$ cat src/rtl/snake_pkg.sv
// Shared types for the snake body engine: direction and FSM state encodings.
package snake_pkg;

  typedef enum logic [2:0] {
    DIR_NONE  = 3'd0,
    DIR_UP    = 3'd1,
    DIR_DOWN  = 3'd2,
    DIR_LEFT  = 3'd3,
    DIR_RIGHT = 3'd4
  } dir_t;

  typedef enum logic [1:0] {
    S_IDLE   = 2'd0,
    S_CHECK  = 2'd1,
    S_COMMIT = 2'd2,
    S_DEAD   = 2'd3
  } state_t;

  function automatic dir_t dir_reverse(input dir_t d);
    case (d)
      DIR_UP:    return DIR_DOWN;
      DIR_DOWN:  return DIR_UP;
      DIR_LEFT:  return DIR_RIGHT;
      DIR_RIGHT: return DIR_LEFT;
      default:   return DIR_NONE;
    endcase
  endfunction

endpackage

$ cat src/rtl/snake_next_head.sv
// Combinational next-head cell: one step in dir_i, with edge wrap or wall detection.
module snake_next_head
  import snake_pkg::*;
#(
  parameter int COORD_W = 6,
  parameter int GRID_W  = 40,
  parameter int GRID_H  = 30
) (
  input  logic [COORD_W-1:0] x_i,
  input  logic [COORD_W-1:0] y_i,
  input  dir_t               dir_i,
  input  logic               wrap_i,
  output logic [COORD_W-1:0] x_o,
  output logic [COORD_W-1:0] y_o,
  output logic               wall_o
);

  localparam logic [COORD_W-1:0] XMAX = COORD_W'(GRID_W - 1);
  localparam logic [COORD_W-1:0] YMAX = COORD_W'(GRID_H - 1);
  localparam logic [COORD_W-1:0] ONE  = COORD_W'(1);

  always_comb begin
    x_o    = x_i;
    y_o    = y_i;
    wall_o = 1'b0;
    case (dir_i)
      DIR_UP:
        if (y_i == '0) begin
          wall_o = !wrap_i;
          y_o    = YMAX;
        end else y_o = y_i - ONE;
      DIR_DOWN:
        if (y_i == YMAX) begin
          wall_o = !wrap_i;
          y_o    = '0;
        end else y_o = y_i + ONE;
      DIR_LEFT:
        if (x_i == '0) begin
          wall_o = !wrap_i;
          x_o    = XMAX;
        end else x_o = x_i - ONE;
      DIR_RIGHT:
        if (x_i == XMAX) begin
          wall_o = !wrap_i;
          x_o    = '0;
        end else x_o = x_i + ONE;
      default: ;
    endcase
  end

endmodule

$ cat src/rtl/snake_body_engine.sv
// Snake body store and step sequencer: latch next head, scan body for a hit one
// segment per cycle, then shift the body in a single commit cycle.
module snake_body_engine
  import snake_pkg::*;
#(
  parameter int MAX_LEN   = 32,
  parameter int COORD_W   = 6,
  parameter int GRID_W    = 40,
  parameter int GRID_H    = 30,
  parameter int START_X   = 20,
  parameter int START_Y   = 15,
  parameter int START_LEN = 3
) (
  input  logic                         clock,
  input  logic                         resetn,
  input  logic                         tick,
  input  logic                         up,
  input  logic                         down,
  input  logic                         left,
  input  logic                         right,
  input  logic                         grow,
  input  logic                         wrap_mode,
  input  logic [$clog2(MAX_LEN)-1:0]   rd_idx,
  output logic [COORD_W-1:0]           rd_x,
  output logic [COORD_W-1:0]           rd_y,
  output logic                         rd_valid,
  output logic [COORD_W-1:0]           head_x,
  output logic [COORD_W-1:0]           head_y,
  output logic [$clog2(MAX_LEN+1)-1:0] length,
  output logic                         busy,
  output logic                         step_done,
  output logic                         game_over
);

  localparam int IDXW = $clog2(MAX_LEN);
  localparam int LENW = $clog2(MAX_LEN + 1);

  state_t                            state_q;
  dir_t                              dir_q, btn_dir;
  logic [MAX_LEN-1:0][COORD_W-1:0]   seg_x_q, seg_y_q;
  logic [COORD_W-1:0]                nh_x_q, nh_y_q, calc_x, calc_y;
  logic                              calc_wall, hit;
  logic [LENW-1:0]                   len_q;
  logic [IDXW-1:0]                   chk_idx_q, chk_last_q, chk_last_d;
  logic                              pend_q, grow_lat_q, busy_q, done_q, over_q;

  always_comb begin
    case ({up, down, left, right})
      4'b1000: btn_dir = DIR_UP;
      4'b0100: btn_dir = DIR_DOWN;
      4'b0010: btn_dir = DIR_LEFT;
      4'b0001: btn_dir = DIR_RIGHT;
      default: btn_dir = DIR_NONE;
    endcase
  end

  snake_next_head #(
    .COORD_W(COORD_W),
    .GRID_W (GRID_W),
    .GRID_H (GRID_H)
  ) u_next_head (
    .x_i   (seg_x_q[0]),
    .y_i   (seg_y_q[0]),
    .dir_i (dir_q),
    .wrap_i(wrap_mode),
    .x_o   (calc_x),
    .y_o   (calc_y),
    .wall_o(calc_wall)
  );

  // With growth pending the tail stays put, so it must be scanned as well.
  assign chk_last_d = pend_q ? IDXW'(len_q - LENW'(1)) : IDXW'(len_q - LENW'(2));
  assign hit        = (seg_x_q[chk_idx_q] == nh_x_q) && (seg_y_q[chk_idx_q] == nh_y_q);

  always_ff @(posedge clock or negedge resetn) begin
    if (!resetn) begin
      state_q    <= S_IDLE;
      dir_q      <= DIR_NONE;
      pend_q     <= 1'b0;
      grow_lat_q <= 1'b0;
      len_q      <= LENW'(START_LEN);
      nh_x_q     <= '0;
      nh_y_q     <= '0;
      chk_idx_q  <= '0;
      chk_last_q <= '0;
      busy_q     <= 1'b0;
      done_q     <= 1'b0;
      over_q     <= 1'b0;
      for (int i = 0; i < MAX_LEN; i++) begin
        seg_x_q[i] <= (i < START_LEN) ? COORD_W'(START_X - i) : '0;
        seg_y_q[i] <= (i < START_LEN) ? COORD_W'(START_Y) : '0;
      end
    end else begin
      done_q <= 1'b0;
      if (grow) pend_q <= 1'b1;
      if (state_q != S_DEAD && btn_dir != DIR_NONE && btn_dir != dir_reverse(dir_q))
        dir_q <= btn_dir;

      case (state_q)
        S_IDLE:
          if (tick && dir_q != DIR_NONE) begin
            if (calc_wall) begin
              state_q <= S_DEAD;
              over_q  <= 1'b1;
            end else begin
              nh_x_q     <= calc_x;
              nh_y_q     <= calc_y;
              chk_idx_q  <= '0;
              chk_last_q <= chk_last_d;
              grow_lat_q <= pend_q;
              busy_q     <= 1'b1;
              state_q    <= S_CHECK;
            end
          end
        S_CHECK:
          if (hit) begin
            state_q <= S_DEAD;
            busy_q  <= 1'b0;
            over_q  <= 1'b1;
          end else if (chk_idx_q == chk_last_q) begin
            state_q <= S_COMMIT;
          end else begin
            chk_idx_q <= chk_idx_q + IDXW'(1);
          end
        S_COMMIT: begin
          seg_x_q <= {seg_x_q[MAX_LEN-2:0], nh_x_q};
          seg_y_q <= {seg_y_q[MAX_LEN-2:0], nh_y_q};
          // Only growth seen at CHECK entry is consumed; a grow arriving now waits.
          if (grow_lat_q) begin
            if (len_q < LENW'(MAX_LEN)) len_q <= len_q + LENW'(1);
            pend_q <= grow;
          end
          done_q  <= 1'b1;
          busy_q  <= 1'b0;
          state_q <= S_IDLE;
        end
        default: ;
      endcase
    end
  end

  assign rd_x      = seg_x_q[rd_idx];
  assign rd_y      = seg_y_q[rd_idx];
  assign rd_valid  = LENW'(rd_idx) < len_q;
  assign head_x    = seg_x_q[0];
  assign head_y    = seg_y_q[0];
  assign length    = len_q;
  assign busy      = busy_q;
  assign step_done = done_q;
  assign game_over = over_q;

endmodule

$ cat config.mk
export PLATFORM = sky130hd
export DESIGN_NAME = snake_body_engine
export DESIGN_NICKNAME = d
export VERILOG_FILES = /design/src/rtl/snake_pkg.sv /design/src/rtl/snake_next_head.sv /design/src/rtl/snake_body_engine.sv
export SDC_FILE = /design/constraint.sdc
export NUM_CORES = 1
export LEC_CHECK = 0
export ABC_CLOCK_PERIOD_IN_PS = 12850
export BUFFER_PORTS_ARGS = -buffer_cell sky130_fd_sc_hd__buf_4
export CORE_MARGIN = 2
export CORE_UTILIZATION = 55
export DETAILED_ROUTE_END_ITERATION = 6
export PLACE_DENSITY = 0.71
export SLEW_MARGIN = 20
export SYNTH_ARGS = -nofsm -noshare
export SYNTH_HDL_FRONTEND = slang
export SYNTH_SLANG_ARGS = --single-unit
$ cat constraint.sdc
create_clock -name clock -period 12.85 [get_ports clock]
set_clock_uncertainty 0.2 [all_clocks]
set_input_delay 3.855 -clock clock [delete_from_list [all_inputs] [get_ports clock]]
set_output_delay 3.855 -clock clock [all_outputs]
set_load 0.02 [all_outputs]
==> results.json, run 1 <==
{
  "status": "complete, no violations",
  "root_buffer": "clkbuf_16",
  "cts_buffer_depth": 3,
  "avgSynthCellArea_sq_um": 14.5,
  "synth_top_area_cell": "dfrtp_1",
  "p_leak_nw": 11.8,
  "clkSlewWorstSetupHoldPaths_ps": 60,
  "min_path_type": "reg2reg",
  "grt_pass1_vias": 14300,
  "dieArea_sq_mm": 0.0439,
  "ctsHoldBuffers": 0,
  "ant_nets": 0,
  "setup_viol": 0,
  "async_flop_share_pct": 100,
  "synth_top_area_share_pct": 43.2,
  "cp_top_family": "multiplexers",
  "drc_errors": 0,
  "port_buffers": 47,
  "hold_start": "game_over",
  "crit_buf_inv": 3,
  "antenna_found_initial": 0,
  "whs_path_depth": 1,
  "die_h_um": 209,
  "vias_per_cell": 6.47,
  "worstSkewPairLatency_ps": 580,
  "fp.dieW_um": 209,
  "synthDistinctLibCells": 61,
  "gp_congestion": 0.796,
  "crit_path_cell_trace": "buf_6 -> buf_4 -> mux4_2 -> mux4_2 -> mux2_2 -> buf_4",
  "syn_inst": 1598,
  "worst_slew_pin_slew_ps": 993,
  "grt.total_usage_pct": 23.5,
  "ir_worst_vdd_uv": 74.4,
  "htree_levels": 2,
  "grt_start_max_net_pins": 190,
  "pin_count": 48,
  "num_antenna_cells": 0,
  "yosysMostFrequentCell": "dfrtp_1",
  "clock_sinks": 422,
  "ctsResizeCount": 0,
  "synth-seq-cells": 422,
  "required_ps": 8800,
  "wl_per_cell_um": 23.0,
  "rows": 75,
  "synth_area_leaders": "dfrtp_1, mux4_2, mux2_2",
  "syn_area_sq_mm": 0.0232,
  "fin_crit_sh_pct": 82.8,
  "post-place-ws_ps": 2130,
  "maxSlewViolCount": 0,
  "finalWorstSetupSlack_ps": 2210,
  "yosysWarnings": 0,
  "hold_end": "game_over",
  "end_kind": "output port",
  "hold_viol": 0,
  "grt-ovfl-total": 0,
  "crit_fanout": 65,
  "fin_crit_ps": 10640,
  "syn_to_final_growth_pct": 9.08,
  "cp_slowest_cell": "buf_6",
  "powerDensity_mw_per_mm2": 109,
  "wl_mm": 49.4,
  "rsz0062_at_grt": "false",
  "cap_violations": 0,
  "r2r-start": "chk_idx_q[1]",
  "finalSetupTns_ps": 0,
  "cts-buffers-inserted": 45,
  "synth_flop_cell": "dfrtp_1",
  "critPathLaunchType": "primary input",
  "layout.nets": 1606,
  "dr.pass1.iters": 5,
  "rr_worst_depth": 11,
  "crit_type": "in2out",
  "crit_arrival_ps": 6590,
  "fmax_mhz": 94.0,
  "grt_pass1_wl_mm": 81.1,
  "fp.coreArea_sq_mm": 0.0419,
  "drtIter0Drc": 1248,
  "netlist_top_cells_count": "dfrtp_1, mux2_2, mux4_2",
  "hpwlAfterDp_mm": 30.2,
  "synth_edf_count": 0,
  "worstReg2RegEnd": "state_q[0]",
  "cts_setup_buffers": 0,
  "syn_nets": 1633,
  "tritoncts": "built",
  "rrSetupSlack_ps": 7430,
  "num_vias": 13900,
  "synth_seq_area_share_pct": 45.6,
  "cpPeakStageDelay_ps": 670,
  "maxSlewHeadroom_pct": 33.7,
  "drive_gt1_share_pct": 48.1,
  "start_util_pct": 55.5
}
[layer usage]
layer / GRT usage [%] / vias up / share of wire, %
li1: - / 6108 / -
met5: 0 / - / 0
met4: 7.43 / 0 / 2.6
met1: 33.9 / 7353 / 45
met2: 37.2 / 345 / 48
met3: 3.44 / 86 / 4.7
[layout make-up]
| class | count | area [sq um] |
|---|---|---|
| inverters | 16 | 60.1 |
| fillers | 3122 | 16500 |
| flip-flops and latches | 422 | 10600 |
| clock inverters | 20 | 236 |
| well taps | 539 | 674 |
| repair buffers | 66 | 536 |
| multi-input cells | 1020 | 11900 |
| clock buffers | 63 | 1290 |
[how the worst max path moves through the flow]
stage / cells after the start / slack (ps) / end / from
after detailed placement: 6 / 2130 / rd_y[2] / rd_idx[0]
final: 6 / 2210 / rd_y[2] / rd_idx[0]
after floorplan: 6 / 2380 / rd_y[5] / rd_idx[0]
after global placement: 6 / 2200 / rd_y[2] / rd_idx[0]
after CTS: 6 / 2140 / rd_y[2] / rd_idx[0]
after global routing: 6 / 1970 / rd_y[2] / rd_idx[0]
[state kept, by name (all words and copies together), names as in the netlist]
signal	flops
chk_last_q	5
step_done	1
head_y	6
seg_x_q	186
nh_x_q	6
chk_idx_q	5
dir_q	3
grow_lat_q	1
head_x	6
pend_q	1
busy	1
game_over	1
length	6
state_q	2
seg_y_q	186
nh_y_q	6
[cell usage in the layout, fill, tap and decap left out, types with 4 or more instances in the layout]
| cell | Yosys | layout |
|---|---|---|
| mux2_2 | 399 | 399 |
| dfrtp_1 | 401 | 398 |
| mux4_2 | 200 | 200 |
| mux2i_1 | 63 | 63 |
| buf_4 | 21 | 61 |
| nand2_1 | 51 | 51 |
| clkbuf_16 | 0 | 45 |
| nor2_1 | 39 | 39 |
| a21oi_1 | 28 | 28 |
| o21ai_0 | 23 | 23 |
| nand3_1 | 22 | 22 |
| dfstp_2 | 21 | 21 |
| xnor2_1 | 20 | 20 |
| ha_1 | 21 | 20 |
| a22oi_1 | 18 | 18 |
| inv_1 | 16 | 16 |
| a221oi_1 | 13 | 13 |
| clkinv_2 | 0 | 12 |
| nand2b_1 | 11 | 11 |
| clkbuf_8 | 0 | 10 |
| nor3_1 | 9 | 9 |
| xor2_1 | 9 | 9 |
| and3_1 | 8 | 8 |
| nor2b_1 | 9 | 8 |
| clkbuf_1 | 96 | 8 |
| nand4_1 | 6 | 6 |
| and2_1 | 6 | 6 |
| o211ai_1 | 5 | 5 |
| bufinv_16 | 0 | 5 |
| o22ai_1 | 4 | 4 |
| a22o_1 | 4 | 4 |
[stage by stage]
stage | instance area, sq um | util (%) | power (W) | instances | hold slack, ps
floorplan | 23200 | - | 0.00139 | 1598 | 247
global placement | 23800 | 56.8 | 0.00143 | 2063 | 265
detailed placement | 23800 | 56.8 | 0.00143 | 2063 | 277
CTS | 25300 | 60.5 | 0.00279 | 2146 | 294
global route | 25300 | 60.5 | 0.00284 | 2146 | 320
finish | 25300 | 60.5 | 0.00275 | 2146 | 292
[power by group]
part           switching, W  internal, W
Clock              0.000545     0.000804
Combinational     0.0000534    0.0000220
Sequential      0.000000447      0.00133
[logic make-up after synthesis]
family | count (synthesis) | share of synthesized area, %
multiplexers | 662 | 41.5
flip-flops | 422 | 45.6
AND/OR/NAND/NOR | 179 | 3.80
buffers and inverters | 156 | 3.12
AO/OA/AOI/OAI | 129 | 3.79
XOR/XNOR | 29 | 1.09
adder cells (fa/ha/maj) | 21 | 1.13
Note: power is estimated with default switching activity, not from simulation.
==> run 2: changes to the inputs <==
Settings changed: ABC_CLOCK_PERIOD_IN_PS 12850 to 10200.
Clock period 12.85 ns to 10.2 ns, I/O delays scaled along.
==> run 2 against run 1 <==
Count of clock-buffer cells in the layout is 8 higher; flip-flop and latch count stayed put; global-route usage is 0.31 points lower; register-to-register slack worse by 2000 ps; clock power is 24% higher; sequential share of layout area is 0.16 points lower; via count stayed put; power is 25% higher; first-iteration DRC count is 3.7% lower; non-clock buffer count is 5 higher; routed wire length is 0.38% lower; largest cell class unchanged.
==> results.json, run 2 (same netlist as run 1, synthesis figures left out) <==
{
  "num_vias": 13900,
  "grt_pass1_vias": 14300,
  "layout_commonest_cell": "mux2_2",
  "worst_slew_pin_slew_ps": 1070,
  "most-common-layout-cells": "mux2_2, dfrtp_1, mux4_2",
  "end_kind": "output port",
  "syn_to_final_growth_pct": 9.51,
  "clkSlewWorstSetupHoldPaths_ps": 60,
  "rows": 75,
  "antenna_found_initial": 0,
  "status": "complete, no violations",
  "cts-buffers-inserted": 45,
  "worstReg2RegEnd": "state_q[0]",
  "num_antenna_cells": 0,
  "p_leak_nw": 11.8,
  "wl_per_cell_um": 22.9,
  "ir_worst_vdd_uv": 107,
  "pin_count": 48,
  "htree_levels": 2,
  "drive_gt1_share_pct": 48.0,
  "largestRegisters": "seg_x_q x186, seg_y_q x186",
  "cts_buffer_depth": 3,
  "powerDensity_mw_per_mm2": 136,
  "multi_input_area_sq_mm": 0.0119,
  "grt_start_max_net_pins": 178,
  "cts_setup_buffers": 0,
  "fin_crit_sh_pct": 85.8,
  "ant_nets": 0,
  "crit_fanout": 56,
  "layout.nets": 1611,
  "hpwlAfterDp_mm": 30.6,
  "crit_path_cell_trace": "buf_4 -> buf_4 -> mux4_2 -> mux4_2 -> mux2_2 -> buf_4",
  "start_util_pct": 55.5,
  "whs_ps": 294,
  "worstSkewPairLatency_ps": 570,
  "crit_arrival_ps": 5490,
  "setup_viol": 0,
  "drtIter0Drc": 1202,
  "ctsResizeCount": 0,
  "cp_common_cell": "buf_4",
  "whs_path_depth": 1,
  "hold_viol": 0,
  "ctsHoldBuffers": 0,
  "wl_mm": 49.3,
  "ff_latch_area_sq_mm": 0.0106,
  "fmax_mhz": 114,
  "fp.dieW_um": 209,
  "die_h_um": 209,
  "tritoncts": "built",
  "r2r-start": "chk_idx_q[0]",
  "drc_errors": 0,
  "grt_pass1_wl_mm": 80.4,
  "cpPeakStageDelay_ps": 680,
  "finalSetupTns_ps": 0,
  "cp_slowest_cell": "buf_4",
  "hold_end": "game_over",
  "rrSetupSlack_ps": 5450,
  "root_buffer": "clkbuf_16",
  "grt.total_usage_pct": 23.2,
  "grt-ovfl-total": 0,
  "dieArea_sq_mm": 0.0439,
  "fillCellCount": 3114,
  "rr_worst_depth": 12,
  "cap_violations": 0,
  "maxSlewViolCount": 0,
  "rsz0062_at_grt": "false",
  "min_path_type": "reg2reg",
  "fp.coreArea_sq_mm": 0.0419,
  "hold_start": "game_over",
  "vias_per_cell": 6.46,
  "critPathLaunchType": "primary input",
  "clock_sinks": 422,
  "gp_congestion": 0.827,
  "crit_type": "in2out",
  "fin_crit_ps": 8750,
  "dr.pass1.iters": 5,
  "required_ps": 6940,
  "port_buffers": 47,
  "maxSlewHeadroom_pct": 28.5
}
## run 2: cell count changes in the layout (fill, tap and decap cells not counted), sizes merged
cell,change
buf,+5
clkinv,-5
clkbuf,+8
bufinv,-2
clkinvlp,+1
inv,-1
## run 2: critical path, delay by kind of cell
kind | cells | cell delay, ps
muxes | 3 | 1130
buffers and inverters | 3 | 1240
## run 2: power by group
part           internal [W]  leakage, nW  switching (W)
combinational     0.0000290         5.26      0.0000677
clock               0.00101        0.758       0.000669
sequential          0.00167         5.79    0.000000501
total               0.00271         11.8       0.000737
## run 2: layout make-up
cell class,instances,share of cell area (%)
clock inverters,13,0.591
multi-input cells,1020,46.9
well taps,539,2.65
inverters,16,0.236
flip-flops and latches,422,41.7
clock buffers,71,5.45
repair buffers,71,2.45
## run 2: stage by stage
step | setup slack [ps] | power [W] | cell area, sq um | utilization, % | cells
floorplan | 1320 | 0.00175 | 23200 | - | 1598
global placement | 1490 | 0.00180 | 23800 | 56.9 | 2066
detailed placement | 1470 | 0.00181 | 23800 | 56.9 | 2066
CTS | 1470 | 0.00350 | 25400 | 60.6 | 2150
global route | 1360 | 0.00357 | 25400 | 60.8 | 2152
finish | 1450 | 0.00345 | 25400 | 60.8 | 2152
## run 2: how the worst max path moves through the flow
stage                    from  endpoint  cells after the start
global placement    rd_idx[0]   rd_y[0]                      6
global route        rd_idx[0]   rd_y[2]                      6
detailed placement  rd_idx[0]   rd_y[2]                      6
floorplan           rd_idx[0]   rd_y[5]                      6
CTS                 rd_idx[0]   rd_y[2]                      6
finish              rd_idx[1]   rd_y[5]                      6
## run 2: layer usage
| metal | track usage, % | part of all wire, % |
|---|---|---|
| met3 | 4.80 | 5.3 |
| met2 | 36.3 | 48 |
| met4 | 6.04 | 1.9 |
| met5 | 0 | 0 |
| met1 | 33.4 | 45 |
==> run 3: changes to the inputs <==
Settings changed: BUFFER_PORTS_ARGS -buffer_cell sky130_fd_sc_hd__buf_4 to not set, DONT_BUFFER_PORTS set to 1, PLACE_DENSITY 0.71 to 0.7.
==> run 3 against run 2 <==
The run now ends with slew limit left; via count fell by 1.0%; fmax rose by 13%; sequential power barely moved; flip-flop and latch count did not move; core utilization fell by 0.87 points; critical path depth fell by 3; routed wire length rose by 1.2%; global-route usage rose by 0.27 points; hold slack got worse by 17 ps; largest cell class unchanged.
==> results.json, run 3 (same netlist as run 1, synthesis figures left out) <==
{
  "finalSetupTns_ps": 0,
  "start_util_pct": 55.5,
  "fin_crit_sh_pct": 76.1,
  "pin_count": 48,
  "layout.nets": 1558,
  "hold_viol": 0,
  "cts-buffers-inserted": 46,
  "tritoncts": "built",
  "htree_levels": 2,
  "cap_violations": 0,
  "cts_buffer_depth": 3,
  "grt.total_usage_pct": 23.4,
  "vias_per_cell": 6.55,
  "maxSlewHeadroom_pct": -3.26,
  "dr.pass1.iters": 5,
  "grt-ovfl-total": 0,
  "worstSkewPairLatency_ps": 560,
  "syn_to_final_growth_pct": 7.94,
  "num_antenna_cells": 0,
  "crit_path_cell_trace": "mux4_2 -> mux4_2 -> mux2_2",
  "antenna_found_initial": 0,
  "layout_commonest_cell": "mux2_2",
  "fp.coreArea_sq_mm": 0.0419,
  "min_path_type": "reg2reg",
  "rows": 75,
  "fp.dieW_um": 209,
  "setup_viol": 0,
  "cpPeakStageDelay_ps": 520,
  "fillCellCount": 3111,
  "hpwlAfterDp_mm": 29.9,
  "clock_sinks": 422,
  "drtIter0Drc": 1299,
  "grt_start_max_net_pins": 423,
  "dieArea_sq_mm": 0.0439,
  "powerDensity_mw_per_mm2": 139,
  "place_inst": 2014,
  "ant_nets": 0,
  "rsz0062_at_grt": "false",
  "largestRegisters": "seg_x_q x186, seg_y_q x186",
  "cts_setup_buffers": 0,
  "ff_latch_area_sq_mm": 0.0106,
  "fmax_mhz": 129,
  "grt_pass1_wl_mm": 81.4,
  "combPwrFrac_pct": 0.7,
  "stdcell_count": 2099,
  "cp_common_cell": "mux4_2",
  "critPathLaunchType": "primary input",
  "gp_congestion": 0.836,
  "crit_arrival_ps": 4510,
  "p_switching_w": 0.000697,
  "violations": "slew limit",
  "multi_input_area_sq_mm": 0.0119,
  "wl_per_cell_um": 23.8,
  "status": "complete, but fails checks",
  "cp_slowest_cell": "mux4_2",
  "ctsHoldBuffers": 0,
  "ir_worst_vdd_uv": 100,
  "die_h_um": 209,
  "ctsResizeCount": 0,
  "num_vias": 13800,
  "crit_buf_inv": 0,
  "most-common-layout-cells": "mux2_2, dfrtp_1, mux4_2",
  "worst_slew_pin_slew_ps": 1550,
  "end_kind": "output port",
  "p_seq_share_pct": 48.1,
  "cp_top_family": "multiplexers",
  "drive_gt1_share_pct": 46.7,
  "grt_pass1_vias": 14300,
  "fin_crit_ps": 7770,
  "drc_errors": 0,
  "crit_fanout": 97,
  "clkSlewWorstSetupHoldPaths_ps": 60,
  "p_leak_nw": 11.6,
  "wl_mm": 49.9,
  "port_buffers": 0,
  "p_int_w": 0.00279,
  "clock_power_share_pct": 51.2,
  "swShare_pct": 20.0,
  "root_buffer": "clkbuf_16",
  "crit_type": "in2out",
  "required_ps": 6940,
  "maxSlewViolCount": 63
}
-- run 3: worst reg2reg max path, cell delays in order, from the launching register on --
cell	delay, ps
dfrtp_4	660
buf_4	750
nor2_1	440
a22oi_1	280
a21oi_1	110
a2111oi_0	940
xnor2_1	200
o211ai_1	150
or4_4	590
and2_1	230
o32ai_1	270
-- run 3: worst paths after layout --
kind	startpoint	to	slack (ps)	depth (start not counted)
max	rd_idx[0]	rd_y[4]	2430	3
min	grow_lat_q	grow_lat_q	280	2
max in group asynchronous	resetn	chk_idx_q[1]	6360	0
min reg2reg	grow_lat_q	grow_lat_q	280	2
max reg2reg	chk_idx_q[2]	state_q[0]	5260	10
min in group asynchronous	resetn	seg_y_q[128]	2000	0
-- run 3: metal layers --
metal | vias to the layer above | GRT usage (%) | wire (um)
met2 | 349 | 37.4 | 24000
li1 | 5992 | - | -
met5 | - | 0 | 0
met4 | 0 | 7.02 | 1240
met1 | 7313 | 34.0 | 22500
met3 | 97 | 3.28 | 2190
-- run 3: area by class of cell --
| cell class | count | share of cell area, % |
|---|---|---|
| Multi-Input combinational cell | 1020 | 47.6 |
| Tap cell | 539 | 2.69 |
| Clock buffer | 65 | 5.61 |
| Inverter | 16 | 0.240 |
| Clock inverter | 20 | 0.989 |
| Sequential cell | 422 | 42.3 |
| Timing Repair Buffer | 17 | 0.559 |
-- run 3: power groups by stage --
stage | Clock, W | Combinational [W] | Sequential (W)
2_1_floorplan | 0 | 0.0000461 | 0.00171
3_3_place_gp | 0 | 0.0000252 | 0.00171
3_5_place_dp | 0 | 0.0000254 | 0.00171
4_1_cts | 0.00182 | 0.0000254 | 0.00167
5_1_grt | 0.00189 | 0.0000269 | 0.00167
6_report | 0.00178 | 0.0000256 | 0.00168
-- run 3: through the flow --
step	setup WS (ps)	hold slack, ps	total power [W]	area, sq um	util [%]
4_1_cts	2470	287	0.00352	25100	59.9
3_5_place_dp	2470	273	0.00173	23400	55.9
5_1_grt	2440	328	0.00359	25100	59.9
6_report	2430	277	0.00348	25100	59.9
2_1_floorplan	1320	247	0.00175	23200	-
3_3_place_gp	2490	261	0.00173	23400	55.9
